--- src/rtl/cavlc_pkg.sv ---
// Shared constants for the CAVLC bitstream front end.
// Sizes of the bit buffer, input word and lookahead window.
package cavlc_pkg;

    localparam int BUF_W  = 64;
    localparam int WORD_W = 32;
    localparam int WIN_W  = 16;
    localparam int CNT_W  = 7;
    localparam int SH_W   = 5;

endpackage

--- src/rtl/bit_funnel.sv ---
// Shift-and-merge datapath for the bitstream buffer.
// Consumes bits from the top, then appends a word below the remainder.
module bit_funnel
    import cavlc_pkg::*;
(
    input  logic [BUF_W-1:0]  buf_in,
    input  logic [CNT_W-1:0]  count_in,
    input  logic              shift_en,
    input  logic [SH_W-1:0]   num_shift,
    input  logic              load,
    input  logic [WORD_W-1:0] in_data,
    output logic [BUF_W-1:0]  buf_out,
    output logic [CNT_W-1:0]  count_out
);

    logic [BUF_W-1:0] shifted;
    logic [CNT_W-1:0] cnt_s;
    logic [BUF_W-1:0] word_top;

    assign word_top = {in_data, {(BUF_W - WORD_W){1'b0}}};

    // Shift first, then merge the incoming word just below the survivors.
    always_comb begin
        shifted   = buf_in;
        cnt_s     = count_in;
        if (shift_en) begin
            shifted = buf_in << num_shift;
            cnt_s   = count_in - CNT_W'(num_shift);
        end
        buf_out   = shifted;
        count_out = cnt_s;
        if (load) begin
            buf_out   = shifted | (word_top >> cnt_s);
            count_out = cnt_s + CNT_W'(WORD_W);
        end
    end

endmodule

--- src/rtl/bitstream_buffer.sv ---
// 64-bit MSB-aligned bitstream buffer with a 16-bit lookahead window.
// Holds state, position counter and the sticky error flag.
module bitstream_buffer
    import cavlc_pkg::*;
(
    input  logic        Clk,
    input  logic        nReset,
    input  logic        Clear,
    input  logic [31:0] InData,
    input  logic        InValid,
    output logic        InReady,
    input  logic        ShiftEn,
    input  logic [4:0]  NumShift,
    output logic [15:0] BitstreamShifted,
    output logic        BitsValid,
    output logic [31:0] BitPos,
    output logic        Error
);

    logic [BUF_W-1:0] buf_q;
    logic [BUF_W-1:0] buf_d;
    logic [CNT_W-1:0] count_q;
    logic [CNT_W-1:0] count_d;
    logic [31:0]      bit_pos_q;
    logic             error_q;
    logic             shift_legal;
    logic             shift_bad;
    logic             load;

    assign shift_legal = ShiftEn
                       && (NumShift <= SH_W'(WIN_W))
                       && (CNT_W'(NumShift) <= count_q);
    assign shift_bad   = ShiftEn && !shift_legal;
    assign InReady     = (count_q <= CNT_W'(WORD_W));
    assign load        = InValid && InReady;

    assign BitstreamShifted = buf_q[BUF_W-1 -: WIN_W];
    assign BitsValid        = (count_q >= CNT_W'(WIN_W));
    assign BitPos           = bit_pos_q;
    assign Error            = error_q;

    bit_funnel u_funnel (
        .buf_in    (buf_q),
        .count_in  (count_q),
        .shift_en  (shift_legal),
        .num_shift (NumShift),
        .load      (load),
        .in_data   (InData),
        .buf_out   (buf_d),
        .count_out (count_d)
    );

    // Buffer state, consumed-bit position and sticky error.
    always_ff @(posedge Clk or negedge nReset) begin
        if (!nReset) begin
            buf_q     <= '0;
            count_q   <= '0;
            bit_pos_q <= '0;
            error_q   <= 1'b0;
        end else if (Clear) begin
            buf_q     <= '0;
            count_q   <= '0;
            bit_pos_q <= '0;
            error_q   <= 1'b0;
        end else begin
            buf_q   <= buf_d;
            count_q <= count_d;
            if (shift_legal)
                bit_pos_q <= bit_pos_q + 32'(NumShift);
            if (shift_bad)
                error_q <= 1'b1;
        end
    end

endmodule

--- config.mk ---
export PLATFORM = sky130hd
export DESIGN_NAME = bitstream_buffer
export DESIGN_NICKNAME = d
export VERILOG_FILES = /design/src/rtl/cavlc_pkg.sv /design/src/rtl/bit_funnel.sv /design/src/rtl/bitstream_buffer.sv
export SDC_FILE = /design/constraint.sdc
export NUM_CORES = 1
export LEC_CHECK = 0
export ABC_AREA = 1
export CORE_MARGIN = 2
export CORE_UTILIZATION = 36
export CTS_CLUSTER_DIAMETER = 30
export CTS_CLUSTER_SIZE = 16
export DETAILED_ROUTE_END_ITERATION = 7
export SETUP_SLACK_MARGIN = 0.2
export SYNTH_ARGS = -nofsm -noshare
export SYNTH_HDL_FRONTEND = slang
export SYNTH_SLANG_ARGS = --single-unit
--- constraint.sdc ---
create_clock -name Clk -period 4.4 [get_ports Clk]
set_input_delay 0.66 -clock Clk [delete_from_list [all_inputs] [get_ports Clk]]
set_output_delay 0.66 -clock Clk [all_outputs]
set_load 0.02 [all_outputs]
## Yosys cells after proc, flatten, opt, wreduce, memory -nomap -nowiden

Index checks and enable logic that the tools add are counted.
Widths: inputs -> output; s select.

- Equality and inequality tests: 0
- Magnitude comparators: 4
- Add/sub/neg operators: 3
- Multipliers: 0
- Bitwise gates (word level): 1
- Reductions and logical operators: 7
- Shift operators: 2
- Mux-type cells: 10
- Div/mod/pow operators: 0

Operators by type and width:

| operator | count |
|---|---|
| $mux 64 | 3 |
| $mux 32 | 2 |
| $or 64x64->64 | 1 |
| $shl 64x5->64 | 1 |
| $shr 64x7->64 | 1 |
| $add 32x5->32 | 1 |
| $mux 7 | 3 |
| $add 7x6->7 const B | 1 |
| $ge 7x5->1 const B | 1 |
| $le 5x7->1 | 1 |
| $le 7x6->1 const B | 1 |
| $sub 7x5->7 | 1 |
| $le 5x5->1 const B | 1 |
| $logic_and 1x1->1 | 4 |
| $reduce_bool 2->1 | 2 |
| $mux 1 | 2 |
| $logic_not 1->1 | 1 |

- RAM bits: 0
- Bits in latches: 0
- Output and inout bits: 51
- Register bits: 104
- Input port bits: 42
- Memories: 0
- Memory bits (read-only): 0

## Depth between registers and ports, before layout

- Depth in word-level cells: 8
- Depth in mapped cells: 24

## Cells and area by module

A second synthesis with hierarchy kept.

- Cells, all modules: 2291
- Area, all modules: 12635.9 um^2

Modules (own cells, without submodules):

| module | instances | area an instance (um^2) | cells an instance | sequential area each (um^2) |
|---|---|---|---|---|
| bit_funnel | 1 | 7325.8 | 1614 | 0.0 |
| bitstream_buffer | 1 | 5310.1 | 677 | 2602.5 |

## Worst setup path before layout

No wires, ideal clock.

- Kind: input port to flip-flop
- From: input port NumShift[2]
- To: register buf_q[9]
- Path buffers: 6
- Cell stages on the path: 21
- Required time: 4.264 ns
- Data arrival time: 3.543 ns
- Setup slack: 0.721 ns
- Path through: buf_4 > inv_1 > clkbuf_1 > clkbuf_1 > ha_1 > or2_1 > nand3_1 > nand2_1 > nand2_2 > buf_6 > buf_6 > nand2_2 > o21ai_4 > buf_4 > nand3_1 > nand3_1 > nand3_1 > nand3_1 > nand3_1 > nand2_1 > a21oi_1

- Cells in the longest elaborated chain, start to end: 8

RTL lines:

| what | line | RTL |
|---|---|---|
| start: declaration | bitstream_buffer.sv:13 | `input logic [4:0] NumShift,` |
| $le 5x5->1 | bitstream_buffer.sv:31 | `&& (NumShift <= SH_W'(WIN_W))` |
| $logic_and 1x1->1 | bitstream_buffer.sv:31 |  |
| $logic_and 1x1->1 | bitstream_buffer.sv:32 | `&& (CNT_W'(NumShift) <= count_q);` |
| $mux 7 | bit_funnel.sv:26 | `if (shift_en) begin` |
| $shr 64x7->64 | bit_funnel.sv:33 | `buf_out = shifted \| (word_top >> cnt_s);` |
| $or 64x64->64 | bit_funnel.sv:33 |  |
| $mux 64 (*) | bit_funnel.sv:32 | `if (load) begin` |
| $mux 64 (*) | bitstream_buffer.sv:60 | `end else if (Clear) begin` |
| end signal: assignment | bitstream_buffer.sv:66 | `buf_q <= buf_d;` |
| end: declaration | bitstream_buffer.sv:20 | `logic [BUF_W-1:0] buf_q;` |

Mark *: on every way between the ends. The rest lies on a longest branch, timed or not.
A chain may end at the register's enable or synchronous reset.

## Worst setup path in the final report

- From: input port NumShift[4]
- To: register buf_q[1]

Same word-level chain as after synthesis.

==> impl_summary.txt <==
----------------------------------------------------
[Timing]
  Slew margin rel. ... about 35%
  Setup TNS after final layout ... 0 ns
  Final worst slack ... about 0.44 ns
  FMAX ... between 0.2 and 0.3 GHz
  Number of setup violations in the final report ... 0
  Setup repair after global routing missed its margin ... true
  Worst setup skew after layout ... ~0.019 ns
  Min cycle time layout ... between 3 and 4 ns
  Final Cycle Share ... between 90% and 100%
  Final Hold Vio Count ... 0
  Count of final max-slew check failures ... 0
  Tightest hold margin ... approximately 0.3 ns
  Slew at the pin closest to its max-slew limit ... a little under 1 ns

[Critical path]
  Kind of launch point of the worst setup path ... input pin
  Crit-path most repeated cell ... sky130_fd_sc_hd__nand3_1
  Biggest fanout along the worst timing path ... 37
  Category of the critical setup timing path ... in -> reg
  Slowest stage cell, crit path ... sky130_fd_sc_hd__o21ai_4
  Arrival time reported for the critical path endpoint ... around 4.2 ns
  Sequence of cells on the critical path ... clkdlybuf4s50_1 > inv_1 > ha_1 > nand2_1 > inv_1 > nand3_1 > nand2_1 > nand2_2 > o21ai_4 > nand3_1 > nand3_1 > nand3_1 > nand3_1 > nand3_1 > nand2_1 > a21oi_1
  Delay of the slowest cell on the worst path ... 0.77 ns
  Endpoint kind of the worst setup timing path ... flip-flop
  CP Data Required Time ... 4.60 ns

[Cells and area]
  Footprint of the multi-input gates ... approximately 7300 um2
  Count of nets after finishing ... between 1500 and 2000
  Sequential cell area ... roughly 2600 um2
  Filler Cell Count ... 3294
  Commonest non-fill, non-tap cells in the layout ... sky130_fd_sc_hd__nand2_1 (492), sky130_fd_sc_hd__nand3_1 (372), sky130_fd_sc_hd__o21ai_0 (158), sky130_fd_sc_hd__inv_1 (113), sky130_fd_sc_hd__a21oi_1 (105)
  Layout cell share with drive strength beyond 1 ... under 10%
  Final non-filler cell total ... roughly 2200
  Antenna Cells ... 0
  Most common cell after layout, fill and taps aside ... sky130_fd_sc_hd__nand2_1
  Area growth from synthesis to layout ... 11.12%

[GRT]
  Wire length of the first global-routing pass ... about 70000 um
  Via count of the first global-routing pass ... about 12000
  Global routing met2 resource utilization ... just under 40%
  Global Route met1 Usage ... 40.82%
  Pin count of the biggest net entering global routing ... between 100 and 150
  Remaining global-route overflow ... 0
  Antenna violations before repair ... 0
  GRT met3 Usage ... 4.477%
  Overall Global Routing Usage ... between 20% and 30%
  Most utilized layer in the global route result ... met1

[Run]
  Max Cap Violations ... 0

[Routing]
  Via count ... around 13000
  Number of DRC markers after the initial detailed-route iteration ... 1853
  Antenna-violating nets left ... 0
  First-pass iteration count of the detailed router ... 6
  Number of DRC violations after detailed routing ... 0
  Wire length reported by the detailed router ... about 45000 um
  Via-to-Cell Ratio ... 5.958
  Avg WL per Cell ... roughly 20 um

[Placement]
  Gp weighted congestion ... 0.9705
  DP Worst Slack ... ~0.16 ns
  Count of placed standard cells including taps ... approximately 2200
  Number of I/O port buffers ... between 90 and 100
  Post-detailed-placement half-perimeter wirelength ... 34330 um

[CTS]
  CTS Buffer Depth ... 2
  Post-CTS Setup Inserts ... 0
  Insertion delay of the later-clocked pin in the worst-skew pair ... 0.37 ns
  Buffer type at the clock tree root ... sky130_fd_sc_hd__clkbuf_16
  Clock-pin slew reported for the worst setup and hold paths after clock tree synthesis ... 0.09 ns
  Number of H-tree levels ... 3
  Post-CTS Resized ... 0
  Clock sink count ... around 100
  Number of buffers created by CTS ... 9
  CTS tree ... yes
  Hold-fix buffer count after cts ... 0

[Synthesis]
  Syn Nets ... roughly 1900
  Sequential fraction of the synthesis area ... a little under a quarter
  Biggest area consumer among synthesized cells ... sky130_fd_sc_hd__dfrtp_1
  Cell area after synthesis ... between 10000 and 15000 um2
  Average footprint of a synthesized cell ... between 6 and 7 um2
  Post-synthesis cell type count ... 49
  Number of synthesized flops with an enable pin ... 0
  Synth top area cells ... sky130_fd_sc_hd__dfrtp_1 (23%), sky130_fd_sc_hd__nand3_1 (17%), sky130_fd_sc_hd__nand2_1 (17%)
  Proportion of register bits with asynchronous set or reset after synthesis ... 100.0%
  Total of flip-flops plus latches after synthesis ... around 100
  Proportion of netlist area held by the largest area contributor ... roughly a quarter
  Number of instances in the synthesized netlist ... around 1800
  Synthesis warning total ... 0
  Flip-flop cell with the highest count after synthesis ... sky130_fd_sc_hd__dfrtp_1

[Power and ir drop]
  Share of total power in the clock network ... 10.7%
  Total design power ... ~7.6 mW
  Max VDD drop ... around 0.28 mV
  Switching Power ... about 4.4 mW
  Proportion of power drawn by flip-flops and latches ... 19.6%
  Design internal power ... roughly 3.2 mW
  Comb pwr share ... 69.8%
  Areal power density over the cells ... 619.1 nW/um2
  Sw frac ... 57.66%
  Leakage ... between 5 and 6 nW

[Floorplan]
  Vertical extent of the die ... between 150 and 200 um
  Count of pins on the block boundary ... between 90 and 100
  Total die area ... 32250 um2
  Floorplan die width ... approximately 180 um
  Effective utilization at floorplan ... a little over a third
  Number of placement rows ... between 60 and 70
  Core Footprint ... around 31000 um2

[Run status]
  Outcome ... finished clean

[Worst hold path]
  Class of the tightest hold or removal check ... in -> async

----------------------------------------------------
registers in the layout (all words and copies together) (netlist names):
signal   count
BitPos      32
Error        1
count_q      7
buf_q       64
cells by family after synthesis:
family	Yosys count	share of synthesized area (%)
adders and majority gates	12	1.488
AOI/OAI and AO/OA	380	20.15
buffers and inverters	268	10.56
xor gates and xnor gates	10	0.9584
and+or+nand+nor	1027	41.41
DFF	104	23.45
muxes	22	1.984
through the flow:
stage / instance area, um2 / utilization, %
after global placement: 12040 / 39.48
final: 12330 / 40.42
after CTS: 12330 / 40.42
after global routing: 12330 / 40.42
after detailed placement: 12040 / 39.48
after floorplan: 11100 / -
metal layers:
layer	wire [um]	up-vias
met4	1322	0
met3	4087	81
met5	0	-
met1	20430	6172
li1	-	6246
met2	18670	693
synth_stat cells, types with 3 or more instances:
cell and n:
sky130_fd_sc_hd__inv_2 8, sky130_fd_sc_hd__xor2_1 6, sky130_fd_sc_hd__nor2_1 78, sky130_fd_sc_hd__buf_2 22, sky130_fd_sc_hd__a21oi_1 105, sky130_fd_sc_hd__mux2i_1 22, sky130_fd_sc_hd__a22oi_1 18, sky130_fd_sc_hd__buf_1 13
sky130_fd_sc_hd__o22ai_1 3, sky130_fd_sc_hd__nor2_4 6, sky130_fd_sc_hd__nor2_2 5, sky130_fd_sc_hd__o211ai_1 4, sky130_fd_sc_hd__nor3b_1 3, sky130_fd_sc_hd__o221ai_1 41, sky130_fd_sc_hd__o21ai_2 4, sky130_fd_sc_hd__nand4_1 26
sky130_fd_sc_hd__nand2_2 6, sky130_fd_sc_hd__nor3_1 13, sky130_fd_sc_hd__buf_6 7, sky130_fd_sc_hd__dfrtp_1 104, sky130_fd_sc_hd__o21ai_1 3, sky130_fd_sc_hd__or2_1 3, sky130_fd_sc_hd__inv_1 113, sky130_fd_sc_hd__ha_1 10
sky130_fd_sc_hd__nand3_1 372, sky130_fd_sc_hd__o21ai_0 158, sky130_fd_sc_hd__buf_4 23, sky130_fd_sc_hd__nand2_1 492, sky130_fd_sc_hd__xnor2_1 3, sky130_fd_sc_hd__a31oi_1 28, sky130_fd_sc_hd__clkbuf_1 80, sky130_fd_sc_hd__o21a_1 3
sky130_fd_sc_hd__nor4_1 8, sky130_fd_sc_hd__or2_2 9
final timing paths:
kind | endpoint | startpoint | slack (ns) | depth (start not counted)
max | buf_q[1]$_DFF_PN0_ | NumShift[4] | 0.44 | 16
min | BitPos[12]$_DFFE_PN0P_ | nReset | 0.30 | 1
max reg2reg | buf_q[1]$_DFF_PN0_ | count_q[1]$_DFF_PN0_ | 0.93 | 14
min reg2reg | Error$_DFFE_PN0P_ | Error$_DFFE_PN0P_ | 0.50 | 2
max in group asynchronous | buf_q[35]$_DFF_PN0_ | nReset | 3.14 | 2
min in group Clk | Error$_DFFE_PN0P_ | Error$_DFFE_PN0P_ | 0.50 | 2
power by group through the flow:
stage | sequential (mW) | clock (mW) | combinational [mW]
finish | 1.49 | 0.815 | 5.33
global route | 1.51 | 0.863 | 5.84
CTS | 1.48 | 0.834 | 5.17
detailed placement | 1.49 | 0 | 5.16
global placement | 1.50 | 0 | 5.18
floorplan | 1.38 | 0 | 3.74
cell type report:
cell class              count  share of cell area, %
clock buffers               9                  1.826
clock inverters             7                 0.5073
multi-input cells        1451                  59.51
repair buffers            124                  9.294
flip-flops and latches    104                  21.10
inverters                 123                  3.744
well taps                 396                  4.018
critical path: cells and delay by family:
kind | cells | cell delay (ns)
buffers and inverters | 3 | 0.70
AND/OR/NAND/NOR | 10 | 1.58
AO/OA/AOI/OAI | 2 | 0.84
adder cells (fa/ha/maj) | 1 | 0.36
Power figures use the tool's default switching activity.
